**config.mk**
```make
export PLATFORM = sky130hd
export DESIGN_NAME = signal_phase_scheduler
export DESIGN_NICKNAME = d
export VERILOG_FILES = /design/src/rtl/signal_phase_scheduler.sv
export SDC_FILE = /design/constraint.sdc
export NUM_CORES = 1
export LEC_CHECK = 0
export BUFFER_PORTS_ARGS = -buffer_cell sky130_fd_sc_hd__buf_2
export CELL_PAD_IN_SITES_DETAIL_PLACEMENT = 1
export CELL_PAD_IN_SITES_GLOBAL_PLACEMENT = 2
export CORE_MARGIN = 4
export CORE_UTILIZATION = 38
export CTS_CLUSTER_DIAMETER = 50
export CTS_CLUSTER_SIZE = 12
export DETAILED_ROUTE_END_ITERATION = 6
export MAX_ROUTING_LAYER = met4
export PLACE_DENSITY = 0.95
export SKIP_LAST_GASP = 1
export SYNTH_ARGS = -nofsm -noshare
export SYNTH_HDL_FRONTEND = slang
export SYNTH_SLANG_ARGS = --single-unit
```
**constraint.sdc**
```tcl
create_clock -name clk -period 11.7 [get_ports clk]
set_clock_uncertainty 0.05 [all_clocks]
set_input_delay 1.17 -clock clk [delete_from_list [all_inputs] [get_ports clk]]
set_output_delay 1.17 -clock clk [all_outputs]
set_load 0.005 [all_outputs]
```
**src/rtl/signal_phase_scheduler.sv**
```systemverilog
// Two-approach intersection phase sequencer with a 1 s timebase, pedestrian walk
// arbitration, cross-request gap-out, emergency preempt and a BCD countdown.
module signal_phase_scheduler #(
    parameter int unsigned TICK_DIV    = 1000,
    parameter int unsigned T_GREEN     = 10,
    parameter int unsigned T_YELLOW    = 3,
    parameter int unsigned T_ALLRED    = 1,
    parameter int unsigned T_PED       = 6,
    parameter int unsigned T_GREEN_MIN = 4
) (
    input  logic       clk,
    input  logic       rst,
    input  logic       ped_req_ns,
    input  logic       ped_req_ew,
    input  logic       preempt,
    output logic [2:0] phase,
    output logic [1:0] ns_light,
    output logic [1:0] ew_light,
    output logic       walk_ns,
    output logic       walk_ew,
    output logic [7:0] countdown,
    output logic       sec_tick
);

    typedef enum logic [2:0] {
        NS_GO   = 3'd0,
        NS_WARN = 3'd1,
        CLR_A   = 3'd2,
        EW_GO   = 3'd3,
        EW_WARN = 3'd4,
        CLR_B   = 3'd5,
        PREEMPT = 3'd6
    } phase_t;

    if (TICK_DIV < 2 || TICK_DIV > 65535 ||
        T_GREEN < 1 || T_GREEN > 99 || T_YELLOW < 1 || T_YELLOW > 99 ||
        T_ALLRED < 1 || T_ALLRED > 99 || T_PED < 1 || T_PED > 99 ||
        T_GREEN_MIN < 1 || T_GREEN_MIN > 99 || T_GREEN_MIN > T_GREEN) begin : g_param_check
        $error("signal_phase_scheduler: illegal parameter set");
    end

    localparam logic [15:0] TICK_LAST = 16'(TICK_DIV - 1);
    localparam logic [6:0]  D_GREEN   = 7'(T_GREEN);
    localparam logic [6:0]  D_YELLOW  = 7'(T_YELLOW);
    localparam logic [6:0]  D_ALLRED  = 7'(T_ALLRED);
    localparam logic [6:0]  D_GMIN    = 7'(T_GREEN_MIN);
    localparam logic [6:0]  D_WALK    = 7'((T_PED > T_GREEN) ? T_PED : T_GREEN);

    function automatic logic [7:0] to_bcd(input logic [6:0] v);
        logic [3:0] tens;
        tens = 4'(v / 7'd10);
        return {tens, 4'(v - 7'(tens) * 7'd10)};
    endfunction

    phase_t      phase_q, phase_d, next_p;
    logic [6:0]  rem_q, rem_d;
    logic [15:0] presc_q, presc_d;
    logic        sec_tick_q;
    logic        walk_ns_q, walk_ns_d, walk_ew_q, walk_ew_d;
    logic        pend_ns_q, pend_ns_d, pend_ew_q, pend_ew_d;
    logic        pend_ns_eff, pend_ew_eff;
    logic        advance;
    logic [1:0]  ns_light_d, ew_light_d;

    assign phase    = phase_q;
    assign walk_ns  = walk_ns_q;
    assign walk_ew  = walk_ew_q;
    assign sec_tick = sec_tick_q;

    always_comb begin
        presc_d     = (presc_q == TICK_LAST) ? '0 : presc_q + 16'd1;
        phase_d     = phase_q;
        next_p      = phase_q;
        rem_d       = rem_q;
        walk_ns_d   = walk_ns_q;
        walk_ew_d   = walk_ew_q;
        pend_ns_eff = pend_ns_q | ped_req_ns;
        pend_ew_eff = pend_ew_q | ped_req_ew;
        pend_ns_d   = pend_ns_eff;
        pend_ew_d   = pend_ew_eff;
        advance     = 1'b0;
        ns_light_d  = 2'b00;
        ew_light_d  = 2'b00;

        if (phase_q == PREEMPT) begin
            if (!preempt) begin
                advance = 1'b1;
                next_p  = CLR_B;
            end
        end else if (sec_tick_q && rem_q == 7'd1) begin
            advance = 1'b1;
            case (phase_q)
                NS_GO:   next_p = NS_WARN;
                NS_WARN: next_p = preempt ? PREEMPT : CLR_A;
                CLR_A:   next_p = preempt ? PREEMPT : EW_GO;
                EW_GO:   next_p = EW_WARN;
                EW_WARN: next_p = preempt ? PREEMPT : CLR_B;
                default: next_p = preempt ? PREEMPT : NS_GO;
            endcase
        end

        // Transition beats forced-rem updates, which beat the tick decrement.
        if (advance) begin
            phase_d   = next_p;
            walk_ns_d = 1'b0;
            walk_ew_d = 1'b0;
            case (next_p)
                NS_GO: begin
                    rem_d     = pend_ns_eff ? D_WALK : D_GREEN;
                    walk_ns_d = pend_ns_eff;
                    pend_ns_d = 1'b0;
                end
                EW_GO: begin
                    rem_d     = pend_ew_eff ? D_WALK : D_GREEN;
                    walk_ew_d = pend_ew_eff;
                    pend_ew_d = 1'b0;
                end
                NS_WARN, EW_WARN: rem_d = D_YELLOW;
                PREEMPT:          rem_d = rem_q;
                default:          rem_d = D_ALLRED;
            endcase
        end else if (phase_q == NS_GO || phase_q == EW_GO) begin
            if (preempt) begin
                rem_d     = 7'd1;
                walk_ns_d = 1'b0;
                walk_ew_d = 1'b0;
            end else if (rem_q > D_GMIN &&
                         ((phase_q == NS_GO) ? (pend_ew_eff && !walk_ns_q)
                                             : (pend_ns_eff && !walk_ew_q))) begin
                rem_d = D_GMIN;
            end else if (sec_tick_q) begin
                rem_d = rem_q - 7'd1;
            end
        end else if (phase_q != PREEMPT && sec_tick_q) begin
            rem_d = rem_q - 7'd1;
        end

        case (phase_d)
            NS_GO:   ns_light_d = 2'b10;
            NS_WARN: ns_light_d = 2'b01;
            EW_GO:   ew_light_d = 2'b10;
            EW_WARN: ew_light_d = 2'b01;
            default: ;
        endcase
    end

    always_ff @(posedge clk) begin
        if (rst) begin
            presc_q    <= '0;
            sec_tick_q <= 1'b0;
            phase_q    <= CLR_B;
            rem_q      <= D_ALLRED;
            walk_ns_q  <= 1'b0;
            walk_ew_q  <= 1'b0;
            pend_ns_q  <= 1'b0;
            pend_ew_q  <= 1'b0;
            ns_light   <= 2'b00;
            ew_light   <= 2'b00;
            countdown  <= to_bcd(D_ALLRED);
        end else begin
            presc_q    <= presc_d;
            sec_tick_q <= (presc_d == TICK_LAST);
            phase_q    <= phase_d;
            rem_q      <= rem_d;
            walk_ns_q  <= walk_ns_d;
            walk_ew_q  <= walk_ew_d;
            pend_ns_q  <= pend_ns_d;
            pend_ew_q  <= pend_ew_d;
            ns_light   <= ns_light_d;
            ew_light   <= ew_light_d;
            countdown  <= (phase_d == PREEMPT) ? 8'h00 : to_bcd(rem_d);
        end
    end

endmodule

```
Word level (Yosys, flattened, before mapping)
Index checks and enable logic that the tools add are counted.
{"block": "classes", "add_sub_neg": 3, "multipliers": 1, "n_div": 1, "magnitude_cmp": 1, "n_eq_ne": 17, "shifts": 0, "mux": 34, "bitwise": 2, "n_reduce_logical": 17}
{"op": "7-bit 2-to-1 mux", "n": 6}
{"op": "16-bit by 10-bit equality test with 1-bit output (second input constant)", "n": 2}
{"op": "3-bit 2-to-1 mux", "n": 7}
{"op": "7-bit case mux with 3 select lines", "n": 1}
{"op": "3-bit equality test (second input constant)", "n": 6}
{"op": "16-bit by 1-bit adder with 16-bit output (second input constant)", "n": 1}
{"op": "16-bit 2-to-1 mux", "n": 1}
{"op": "1-bit 2-to-1 mux", "n": 15}
{"op": "3-bit case mux with 5 select lines", "n": 1}
{"op": "3-bit by 2-bit equality test with 1-bit output (second input constant)", "n": 4}
{"op": "3-bit by 1-bit equality test with 1-bit output (second input constant)", "n": 3}
{"op": "3-bit logical NOT", "n": 3}
{"op": "2-bit case mux with 2 select lines", "n": 2}
{"op": "7-bit by 4-bit divider with 7-bit output (second input constant)", "n": 1}
{"op": "7-bit by 1-bit equality test with 1-bit output (second input constant)", "n": 1}
{"op": "7-bit by 3-bit greater-than comparator with 1-bit output (second input constant)", "n": 1}
{"op": "7-bit by 1-bit subtractor with 7-bit output (second input constant)", "n": 1}
{"op": "2-bit OR reduction", "n": 3}
{"op": "1-bit logical AND", "n": 5}
{"op": "4-bit by 3-bit multiplier with 3-bit output (second input constant)", "n": 1}
{"op": "2-bit nonzero test", "n": 2}
{"op": "4-bit subtractor", "n": 1}
{"op": "3-bit inequality test (second input constant)", "n": 1}
{"op": "1-bit logical NOT", "n": 2}
{"op": "4 further kinds", "n": 5}
{"block": "totals", "regBits": 43, "latchBits": 0, "ram_bits": 0, "romBits": 0, "input_bits": 5, "out_inout_bits": 18, "elab_cells": 88, "mem_count": 0}

Longest topological paths before layout
{"block": "depth", "word_depth": 12, "mapped_depth": 21, "depth_no_buf": 21}

Worst setup path before layout
OpenSTA, ideal clock, no wires.
{"block": "synth_timing", "path_type": "input to register", "start": "in preempt", "end": "reg countdown[3]", "setup_time_ns": 0.072, "arrival_time_ns": 5.138, "setup_slack_ns": 6.440, "stages": 18, "path_buffers": 1, "cell_sequence": "clkbuf_1 -> nor4bb_1 -> a41o_1 -> a21oi_1 -> and3_1 -> nor3b_1 -> a32oi_1 -> o21ai_0 -> ha_1 -> o31ai_1 -> or3b_2 -> o2111ai_1 -> ha_1 -> inv_1 -> fa_1 -> o31a_1 -> or3_1 -> mux2i_1"}
{"block": "synth_via", "elab_chain_len": 11}
{"element": "start, declared", "line": "15", "text": "input logic preempt,"}
{"element": "2-bit 2-to-1 mux (tied with other cells)", "line": "97", "text": "EW_WARN: next_p = preempt ? PREEMPT : CLR_B;"}
{"element": "3-bit case mux with 5 select lines", "line": "92", "text": "case (phase_q)"}
{"element": "3-bit 2-to-1 mux", "line": "90", "text": "end else if (sec_tick_q && rem_q == 7'd1) begin"}
{"element": "3-bit 2-to-1 mux", "line": "85", "text": "if (phase_q == PREEMPT) begin"}
{"element": "3-bit by 1-bit equality test with 1-bit output (tied with other cells)", "line": "107", "text": "case (next_p)"}
{"element": "2-bit OR reduction, on equally long branches"}
{"element": "7-bit case mux with 3 select lines", "line": "107"}
{"element": "7-bit 2-to-1 mux", "line": "103", "text": "if (advance) begin"}
{"element": "7-bit by 4-bit divider with 7-bit output", "line": "51", "text": "tens = 4'(v / 7'd10);"}
{"element": "4-bit by 3-bit multiplier with 3-bit output", "line": "52", "text": "return {tens, 4'(v - 7'(tens) * 7'd10)};"}
{"element": "4-bit subtractor", "line": "52"}
{"element": "end signal, assigned", "line": "159", "text": "countdown <= to_bcd(D_ALLRED);"}
{"element": "end signal, assigned", "line": "171", "text": "countdown <= (phase_d == PREEMPT) ? 8'h00 : to_bcd(rem_d);"}
{"element": "end, declared", "line": "21", "text": "output logic [7:0] countdown,"}
Parallel ways exist; a longest one is shown, timed or not.
A chain may end at the register's enable or synchronous reset.

Worst setup path after layout
{"block": "layout_timing", "start": "reg phase_q[0], in the netlist phase[0]", "end": "reg countdown[3]"}
{"block": "layout_via", "elab_chain_len": 11}
{"element": "start, declared", "line": "55", "text": "phase_t phase_q, phase_d, next_p;"}
{"element": "start signal, assigned", "line": "163", "text": "phase_q <= phase_d;"}
{"element": "3-bit equality test (tied with other cells)", "line": "92"}
{"element": "3-bit case mux with 5 select lines", "line": "92"}
{"element": "3-bit 2-to-1 mux", "line": "90"}
{"element": "3-bit 2-to-1 mux", "line": "85"}
{"element": "3-bit by 1-bit equality test with 1-bit output (tied with other cells)", "line": "107"}
{"element": "2-bit OR reduction, on equally long branches"}
{"element": "7-bit case mux with 3 select lines", "line": "107"}
{"element": "7-bit 2-to-1 mux", "line": "103"}
{"element": "7-bit by 4-bit divider with 7-bit output", "line": "51"}
{"element": "4-bit by 3-bit multiplier with 3-bit output", "line": "52"}
{"element": "4-bit subtractor", "line": "52"}
Parallel ways exist; a longest one is shown, timed or not.

==> results.cfg <==
[route]
drt_iter0_markers = 112
via_per_inst = 5.600
wl_per_cell_um = 15.95
postRouteAntennaNets = 0
routed_wl_mm = 6.427
firstDrtPassIters = 4
vias = 2257
drc = 0

[clock_tree]
clock-sinks = 43
cts_hold_buf = 0
clkLatencyLatePin_ns = 0.30
h-tree-depth = 2
cts.path.max_buffers = 2
numCtsBuffers = 5
cts_resized = 0
post_cts_buffers = 0
clk_pin_slew_ns = 0.09
cts_root_buf = clkbuf_8
cts_tree = done

[synthesis]
syn_inst = 311
async_flop_share_pct = 0
synth_area_leaders = dfxtp_1 (34%), nor2_1 (6.4%), xnor2_1 (4.2%)
yosys-mux-area-fraction_pct = 2.586
synth-compound-area-share_pct = 18.45
yosys_warnings = 0
netlist_area_um2 = 2516
synthAdderAreaFrac_pct = 4.575
netlist_top_cells_count = dfxtp_1 (43), nor2_1 (43), a21oi_1 (20)
synth_top_area_share_pct = 34.21
synth_largest_area_cell = dfxtp_1
synth_nets = 323
avgSynthCellArea_um2 = 8.091
synth_edf_count = 0
synth-seq-cells = 43
ys_seq_area_share_pct = 34.21
synth_top_family_by_area = simple AND/OR/NAND/NOR gates
synthXorXnorAreaFrac_pct = 7.310
synth_cell_type_count = 59
yosys.area_share.simple_pct = 29.29
synth-main-ff-cell = dfxtp_1

[sta]
max_freq_ghz = 0.1786
post-route-period-util_pct = 47.84
tightest_slew_ns = 0.8778
finalHoldViolations = 0
fin_setup_tns_ns = 0
relSlewSlack_pct = 41.40
setup_viol_count_final = 0
timing.final.ws_setup_ns = 6.102
drv_slew = 0
rsz0062_at_grt = no
post-route-min-period_ns = 5.598

[power]
irDropWorstVdd_mv = 0.05031
finalPower_uw = 252.4
powerDensity_nw_per_um2 = 91.86
p_leak_nw = 1.030

[global_route]
grt_pass1_wl_mm = 10.67
grt_max_degree = 29
grt_pass1_vias = 2231
grtUsageTotal_pct = 17.73
antenna_found_initial = 0
overflow = 0

[die]
num_rows = 29
die_area_um2 = 7987
die_w_um = 89.37
initial_utilization_pct = 39.40
die_y_um = 89.37
coreArea_um2 = 6386
io_pins = 23

[final_layout]
fin_area_um2 = 2748
area_delta_synth_final_pct = 9.200
fin_util_pct = 43.03
n_antenna_cell = 0
drive_gt1_share_pct = 12.58
fin_nets = 337
fillers = 799

[critical_path]
max_stage_delay_ns = 0.90
worst_path_max_delay_cell = dfxtp_1
cp-start-kind = flop
crit_arrival_ns = 5.73
cp.required_ns = 11.83
path_class = reg2reg
cp_cell_sequence = nor3_1, mux2i_1, nand3_1, and3_1, nor3b_1, a32oi_1, o21ai_0, ha_1, o31ai_1, or3b_2, o2111ai_1, ha_1, inv_1, fa_1, nor4_1, or3_1, mux2i_1
cp-end-kind = flop
cp_max_fo = 28

[placed_design]
gp_congestion = 0.8969
post-place-ws_ns = 5.853
io_buffers = 22
dp_hpwl_mm = 4.637
place_area_um2 = 2663

[run_status]
outcome = complete, no violations

[job]
maxCapViolCount = 0

[min_path]
hold_path.class = reg2reg
[sequential cells by signal (all words and copies together) (netlist names)]
name	count
walk_ns	1
sec_tick	1
pend_ns_q	1
walk_ew	1
rem_q	7
phase	3
ns_light	2
presc_q	16
countdown	8
pend_ew_q	1
ew_light	2
[power breakdown]
part / leakage [nW] / switching (mW) / internal, mW
Clock: 0.0412 / 0.0529 / 0.0418
Sequential: 0.348 / 0.000992 / 0.148
Combinational: 0.641 / 0.00620 / 0.00295
Total: 1.03 / 0.0601 / 0.192
[through the flow]
step	hold slack, ns	instances
after detailed placement	0.4195	395
after global routing	0.4839	403
after global placement	0.3971	395
final	0.4350	403
after floorplan	0.3800	311
after CTS	0.4410	403
[path summary, 6_finish.rpt]
| check | start | to | slack (ns) | cells after the start |
|---|---|---|---|---|
| setup / recovery | phase[0] | countdown[3] | 6.10 | 17 |
| setup reg to reg | phase[0] | countdown[3] | 6.10 | 17 |
| hold / removal | presc_q[0] | presc_q[0] | 0.44 | 1 |
| hold reg to reg | presc_q[0] | presc_q[0] | 0.44 | 1 |
[cells by family (layout without fill, tap and decap cells)]
family,Yosys count,in the layout
AND/OR/NAND/NOR,138,138
AO/OA/AOI/OAI,71,71
flip-flops,43,43
buffers and inverters,23,38
XOR/XNOR,21,21
adder cells (fa/ha/maj),9,9
multiplexers,6,6
[area by class of cell]
cell class              instances  area (um^2)  area share [%]
inverters                       8        30.03           1.093
clock buffers                   6        72.57           2.641
well taps                      77        96.34           3.506
multi-input cells             245         1565           56.97
repair buffers                 22        110.1           4.007
flip-flops and latches         43        860.8           31.33
clock inverters                 2        12.51          0.4554
[cell usage in the layout, fill, tap and decap left out, types with 3 or more instances in the layout]
| master | count |
|---|---|
| or3_1 | 4 |
| and2_1 | 5 |
| xnor2_1 | 12 |
| ha_1 | 6 |
| mux2i_1 | 5 |
| buf_2 | 22 |
| inv_1 | 8 |
| nor2b_1 | 8 |
| o31ai_1 | 5 |
| xor2_1 | 9 |
| dfxtp_1 | 43 |
| a22oi_1 | 4 |
| a21oi_1 | 20 |
| clkbuf_8 | 5 |
| nand2_1 | 16 |
| nor2_1 | 43 |
| o21ai_0 | 15 |
| nand3_1 | 13 |
| a32oi_1 | 3 |
| a211oi_1 | 3 |
| and3_1 | 8 |
| nor4_1 | 3 |
| nor3_1 | 11 |
| nand2b_1 | 5 |
| a31oi_1 | 3 |
[layer usage]
metal | GRT usage, % | vias to the layer above | share of wire, %
met5 | - | - | 0
met4 | 5.007 | 0 | 0.96
met3 | 3.134 | 5 | 2.6
met2 | 27.53 | 27 | 47
met1 | 23.65 | 1091 | 49
li1 | - | 1134 | -
[worst max-delay path, delay by kind of cell (launching register included)]
| family | cells | cell delay, ns |
|---|---|---|
| DFF | 1 | 0.90 |
| and+or+nand+nor | 7 | 2.14 |
| AOI/OAI and AO/OA | 4 | 0.92 |
| buffers and inverters | 1 | 0.05 |
| adders and majority gates | 3 | 0.92 |
| muxes | 2 | 0.50 |
No activity file was read; power rests on OpenSTA's default activity.
